==> config.mk <==
export PLATFORM = sky130hd
export DESIGN_NAME = fifo_controller
export DESIGN_NICKNAME = d
export VERILOG_FILES = /design/src/rtl/fifo_pkg.sv /design/src/rtl/fifo_pointer.sv /design/src/rtl/fifo_controller.sv
export SDC_FILE = /design/constraint.sdc
export NUM_CORES = 1
export LEC_CHECK = 0
export ABC_AREA = 1
export BUFFER_PORTS_ARGS = -buffer_cell sky130_fd_sc_hd__buf_2
export CAP_MARGIN = 25
export CORE_MARGIN = 1.5
export CORE_UTILIZATION = 45
export CTS_BUF_LIST = sky130_fd_sc_hd__clkbuf_4 sky130_fd_sc_hd__clkbuf_8
export DETAILED_ROUTE_END_ITERATION = 7
export PLACE_DENSITY = 0.71
export RECOVER_POWER = 100
export SYNTH_ARGS = -nofsm -noshare
export SYNTH_HDL_FRONTEND = slang
export SYNTH_HIERARCHICAL = 1
export SYNTH_SLANG_ARGS = --single-unit
==> constraint.sdc <==
create_clock -name clk -period 6.6 [get_ports clk]
set_input_delay 1.32 -clock clk [delete_from_list [all_inputs] [get_ports clk]]
set_output_delay 1.32 -clock clk [all_outputs]
set_load 0.03 [all_outputs]
==> src/rtl/fifo_pkg.sv <==
// Shared width helpers for the FIFO controller and its storage.
package fifo_pkg;

    // Entry index width; never narrower than one bit.
    function automatic int unsigned ptr_width(input int unsigned depth);
        return (depth > 1) ? $clog2(depth) : 1;
    endfunction

    // Bit-offset width covering DATA_WIDTH*DEPTH bits of storage.
    function automatic int unsigned addr_width(input int unsigned data_width,
                                               input int unsigned depth);
        return (data_width * depth > 1) ? $clog2(data_width * depth) : 1;
    endfunction

    // Occupancy width; must be able to hold the value DEPTH itself.
    function automatic int unsigned lvl_width(input int unsigned depth);
        return $clog2(depth + 1);
    endfunction

endpackage

==> src/rtl/fifo_pointer.sv <==
// Entry pointer with a companion bit-address counter; wraps at DEPTH-1.
module fifo_pointer
    import fifo_pkg::*;
#(
    parameter int unsigned DATA_WIDTH = 8,
    parameter int unsigned DEPTH      = 8
) (
    input  logic                                        clk_i,
    input  logic                                        rst_ni,
    input  logic                                        en_i,
    input  logic                                        clr_i,
    output logic [ptr_width(DEPTH)-1:0]                 ptr_o,
    output logic [addr_width(DATA_WIDTH, DEPTH)-1:0]    addr_o
);

    localparam int unsigned PW = ptr_width(DEPTH);
    localparam int unsigned AW = addr_width(DATA_WIDTH, DEPTH);

    logic [PW-1:0] ptr_q, ptr_d;
    logic [AW-1:0] addr_q, addr_d;

    // Next pointer/address: clear wins, then advance with explicit wrap so
    // non-power-of-two depths work.
    always_comb begin
        ptr_d  = ptr_q;
        addr_d = addr_q;
        if (clr_i) begin
            ptr_d  = '0;
            addr_d = '0;
        end else if (en_i) begin
            if (ptr_q == PW'(DEPTH - 1)) begin
                ptr_d  = '0;
                addr_d = '0;
            end else begin
                ptr_d  = ptr_q + PW'(1);
                addr_d = addr_q + AW'(DATA_WIDTH);
            end
        end
    end

    // Pointer state register.
    always_ff @(posedge clk_i or negedge rst_ni) begin
        if (!rst_ni) begin
            ptr_q  <= '0;
            addr_q <= '0;
        end else begin
            ptr_q  <= ptr_d;
            addr_q <= addr_d;
        end
    end

    assign ptr_o  = ptr_q;
    assign addr_o = addr_q;

endmodule

==> src/rtl/fifo_controller.sv <==
// FIFO control: qualified push/pop strobes, pointers, occupancy and
// sticky overflow/underflow flags.
module fifo_controller
    import fifo_pkg::*;
#(
    parameter int unsigned DATA_WIDTH        = 8,
    parameter int unsigned DEPTH             = 8,
    parameter int unsigned ALMOST_FULL_LEVEL = DEPTH - 2
) (
    input  logic                                        clk,
    input  logic                                        reset,
    input  logic                                        write_request,
    input  logic                                        read_request,
    input  logic                                        flush,
    input  logic                                        clear_errors,
    output logic                                        write_enable,
    output logic                                        read_enable,
    output logic [ptr_width(DEPTH)-1:0]                 write_pointer,
    output logic [ptr_width(DEPTH)-1:0]                 read_pointer,
    output logic [addr_width(DATA_WIDTH, DEPTH)-1:0]    write_address,
    output logic [addr_width(DATA_WIDTH, DEPTH)-1:0]    read_address,
    output logic [lvl_width(DEPTH)-1:0]                 level,
    output logic                                        full,
    output logic                                        empty,
    output logic                                        almost_full,
    output logic                                        overflow,
    output logic                                        underflow
);

    localparam int unsigned LW = lvl_width(DEPTH);

    logic [LW-1:0] level_q, level_d;
    logic          full_q, full_d;
    logic          empty_q, empty_d;
    logic          almost_full_q, almost_full_d;
    logic          overflow_q, overflow_d;
    logic          underflow_q, underflow_d;

    // Qualified strobes; gated by reset so nothing reaches storage while held.
    always_comb begin
        write_enable = reset & write_request & ~full_q & ~flush;
        read_enable  = reset & read_request & ~empty_q & ~flush;
    end

    fifo_pointer #(
        .DATA_WIDTH (DATA_WIDTH),
        .DEPTH      (DEPTH)
    ) u_wr_ptr (
        .clk_i  (clk),
        .rst_ni (reset),
        .en_i   (write_enable),
        .clr_i  (flush),
        .ptr_o  (write_pointer),
        .addr_o (write_address)
    );

    fifo_pointer #(
        .DATA_WIDTH (DATA_WIDTH),
        .DEPTH      (DEPTH)
    ) u_rd_ptr (
        .clk_i  (clk),
        .rst_ni (reset),
        .en_i   (read_enable),
        .clr_i  (flush),
        .ptr_o  (read_pointer),
        .addr_o (read_address)
    );

    // Next occupancy and flags; status flags are derived from the next level
    // so they are registered alongside it.
    always_comb begin
        level_d = level_q;
        if (flush) begin
            level_d = '0;
        end else begin
            unique case ({write_enable, read_enable})
                2'b10:   level_d = level_q + LW'(1);
                2'b01:   level_d = level_q - LW'(1);
                default: level_d = level_q;
            endcase
        end
        full_d        = (32'(level_d) == DEPTH);
        empty_d       = (level_d == '0);
        almost_full_d = (32'(level_d) >= ALMOST_FULL_LEVEL);
        // Sticky errors: a new error beats a simultaneous clear.
        overflow_d    = (write_request & full_q) | (overflow_q & ~clear_errors);
        underflow_d   = (read_request & empty_q) | (underflow_q & ~clear_errors);
    end

    // Occupancy and flag registers.
    always_ff @(posedge clk or negedge reset) begin
        if (!reset) begin
            level_q       <= '0;
            full_q        <= 1'b0;
            empty_q       <= 1'b1;
            almost_full_q <= 1'b0;
            overflow_q    <= 1'b0;
            underflow_q   <= 1'b0;
        end else begin
            level_q       <= level_d;
            full_q        <= full_d;
            empty_q       <= empty_d;
            almost_full_q <= almost_full_d;
            overflow_q    <= overflow_d;
            underflow_q   <= underflow_d;
        end
    end

    assign level       = level_q;
    assign full        = full_q;
    assign empty       = empty_q;
    assign almost_full = almost_full_q;
    assign overflow    = overflow_q;
    assign underflow   = underflow_q;

endmodule

==> impl_metrics.json <==
{
  "min_period_ps": 4573,
  "viasPerCell": 4.703,
  "yosys.area.top_type": "dfrtp_1",
  "grt_pass1_wl_um": 3601,
  "finalClockSkew_ps": 2.358,
  "dieArea_sq_um": 2944,
  "muxShareOfSynthArea_pct": 0,
  "synth_top_family_by_area": "simple AND/OR/NAND/NOR gates",
  "firstDrtPassIters": 4,
  "worst_pin_slew_ps": 1137,
  "ir_worst_vdd_mv": 0.1099,
  "seqCellArea_sq_um": 526.8,
  "die_width_um": 54.26,
  "clk_pin_slew_ps": 110,
  "relSlewSlack_pct": 24.21,
  "io_buffers": 28,
  "setup_violations": 0,
  "routed-via-count": 983,
  "grt_overflow": 0,
  "ys.flop_type": "dfrtp_1",
  "max_freq_mhz": 218.7,
  "area_delta_synth_final_pct": 11.01,
  "post_drt_wl_per_cell_um": 10.80,
  "max_stage_delay_ps": 820,
  "cts_buffer_depth": 2,
  "synth_xor_xnor_area_share_pct": 0.7407,
  "synth.most_common_cell": "nand2_1",
  "hold_buffers": 0,
  "rsz0062_at_grt": "no",
  "grt_pass1_vias": 845,
  "p_per_area_nw_per_um2": 205.8,
  "synth-edff-count": 0,
  "yosys_register_bits": 21,
  "gp_congestion": 0.7571,
  "grt_use_met3_pct": 3.279,
  "synth_cells": 147,
  "arrival_ps": 3250,
  "n_fill_cell": 272,
  "setup.worst_path.class": "primary input to output port",
  "fin_ws_ps": 2027,
  "final_nets": 195,
  "ys_warn_count": 6,
  "cpMostUsedCell": "clkbuf_1",
  "cap_violations": 0,
  "syn-mean-instance-area_sq_um": 8.043,
  "hold_path_class": "register to register",
  "multi_input_area_sq_um": 515.5,
  "drc": 0,
  "setup_tns_ps": 0,
  "endpoint_kind": "output port",
  "crit_chain": "clkbuf_1 > inv_1 > nor4_1 > clkbuf_1 > clkbuf_1",
  "die_h_um": 54.26,
  "slew_viol_final": 0,
  "cts_setup_buffers": 0,
  "grt_max_degree": 24,
  "hpwl_um": 1755,
  "drive_above_1_share_pct": 7.821,
  "numCtsBuffers": 3,
  "crit_slowest_cell": "clkbuf_1",
  "wirelength_um": 2257,
  "startpoint_type": "primary input",
  "ios": 35,
  "outcome": "complete, no violations",
  "fin_crit_sh_pct": 69.29,
  "antenna_left": 0,
  "rows": 18,
  "start_util_pct": 47.73,
  "synth_cell_type_count": 23,
  "root_buffer": "clkbuf_4",
  "hold_viol_final": 0,
  "coreArea_sq_um": 2477,
  "synth_fa_ha_area_share_pct": 9.524,
  "h-tree-depth": 1,
  "synth-compound-area-share_pct": 5.926,
  "drt_iter0_drc": 18,
  "async_flop_share_pct": 100.0,
  "synthTopCellsByCount": "44 x nand2_1, 20 x dfrtp_1, 18 x inv_1",
  "globalRouteMet2Util_pct": 28.11,
  "grt_usage_pct": 17.32,
  "yosysSeqAreaShare_pct": 44.55,
  "antenna_cells": 0,
  "synth_simple_gate_area_share_pct": 27.41,
  "synthTopCellsByArea": "dfrtp_1 42%, nand2_1 14%, ha_1 9.5%, inv_1 5.7%, buf_4 3.8%",
  "power.leakage_uw": 0.0007531,
  "cts.sinks": 21,
  "globalRoute.busiestLayer": "met2",
  "worst-path-max-fanout": 23,
  "clk_latency_ps": 290,
  "cts_resized": 0,
  "crit_required_ps": 5280,
  "cts_tree": "yes",
  "synth_top_cell_area_share_pct": 42.33,
  "synthesis.area_sq_um": 1182,
  "grt_antenna_before_repair": 0,
  "dp_slack_ps": 2732,
  "use_met1_pct": 23.02
}
==> power by group <==
group / leakage, uW / switching, uW / total, uW / internal (uW)
combinational: 0.000452 / 49.8 / 65.2 / 15.4
clock: 0.0000177 / 36.8 / 59.3 / 22.5
sequential: 0.000284 / 7.19 / 146 / 138
total: 0.000753 / 93.8 / 270 / 176
==> metal layers <==
metal | wire (um) | share of wire, %
met1 | 1055 | 47
met2 | 1074 | 48
met3 | 111 | 4.9
met4 | 15 | 0.66
met5 | 0 | 0
==> final cells by class <==
type	count	area share (%)
multi-input combinational	101	39.28
timing repair buffer	30	8.961
clock buffer	3	1.716
sequential	21	40.13
tap	30	2.860
clock inverter	1	0.3813
inverter	23	6.673
==> worst paths after layout <==
path,start,to,slack (ps),depth (start not counted)
setup reg to reg,full,almost_full,4060,14
setup / recovery,reset,write_enable,2030,5
hold reg to reg,u_rd_ptr/ptr_o[0],u_rd_ptr/ptr_o[0],520,1
hold / removal,u_rd_ptr/ptr_o[0],u_rd_ptr/ptr_o[0],520,1
max in group asynchronous,reset,u_wr_ptr/addr_o[4],4710,1
min in group asynchronous,reset,u_wr_ptr/ptr_o[2],1210,1
==> placed cells by master, fill, tap and decap left out <==
cell,count
nand2_1,46
inv_1,19
ha_1,9
nor3_1,1
dfrtp_1,20
o21ai_0,5
xor2_1,1
nor4_1,1
clkbuf_1,26
nor2_1,8
o21ai_1,4
or2_0,3
nor2_2,3
a21oi_1,5
dfstp_2,1
clkbuf_4,3
clkinv_2,1
buf_2,4
clkinvlp_2,1
nand3_2,1
conb_1,6
clkinv_1,3
nand3_1,8
==> logic make-up (layout without fill, tap and decap cells) <==
kind of cell,after synthesis,after routing
flops,21,21
xor+xnor,1,1
simple gates,71,71
fa+ha+maj,9,9
other cells,2,6
compound gates,14,14
buf+inv,29,57
==> stage by stage <==
step	total power [uW]	hold slack (ps)	instances	utilization, %	cell area (sq um)
floorplan	200.2	581.7	151	-	1197
global placement	218.0	480.1	205	54.29	1345
detailed placement	219.3	502.9	205	54.29	1345
CTS	280.1	519.6	209	55.40	1373
global route	288.0	552.1	209	52.98	1313
finish	270.1	523.0	209	52.98	1313
==> flip-flops by register name, summed over array words and instances, names as in the netlist <==
register,cells
full,1
u_rd_ptr/addr_o,3
almost_full,1
empty,1
u_rd_ptr/ptr_o,3
underflow,1
overflow,1
level,4
u_wr_ptr/addr_o,3
u_wr_ptr/ptr_o,3
==> critical path, delay by kind of cell <==
kind	cells	cell delay, ps
buf+inv	4	1640
simple gates	1	280
Power figures use the tool's default switching activity.
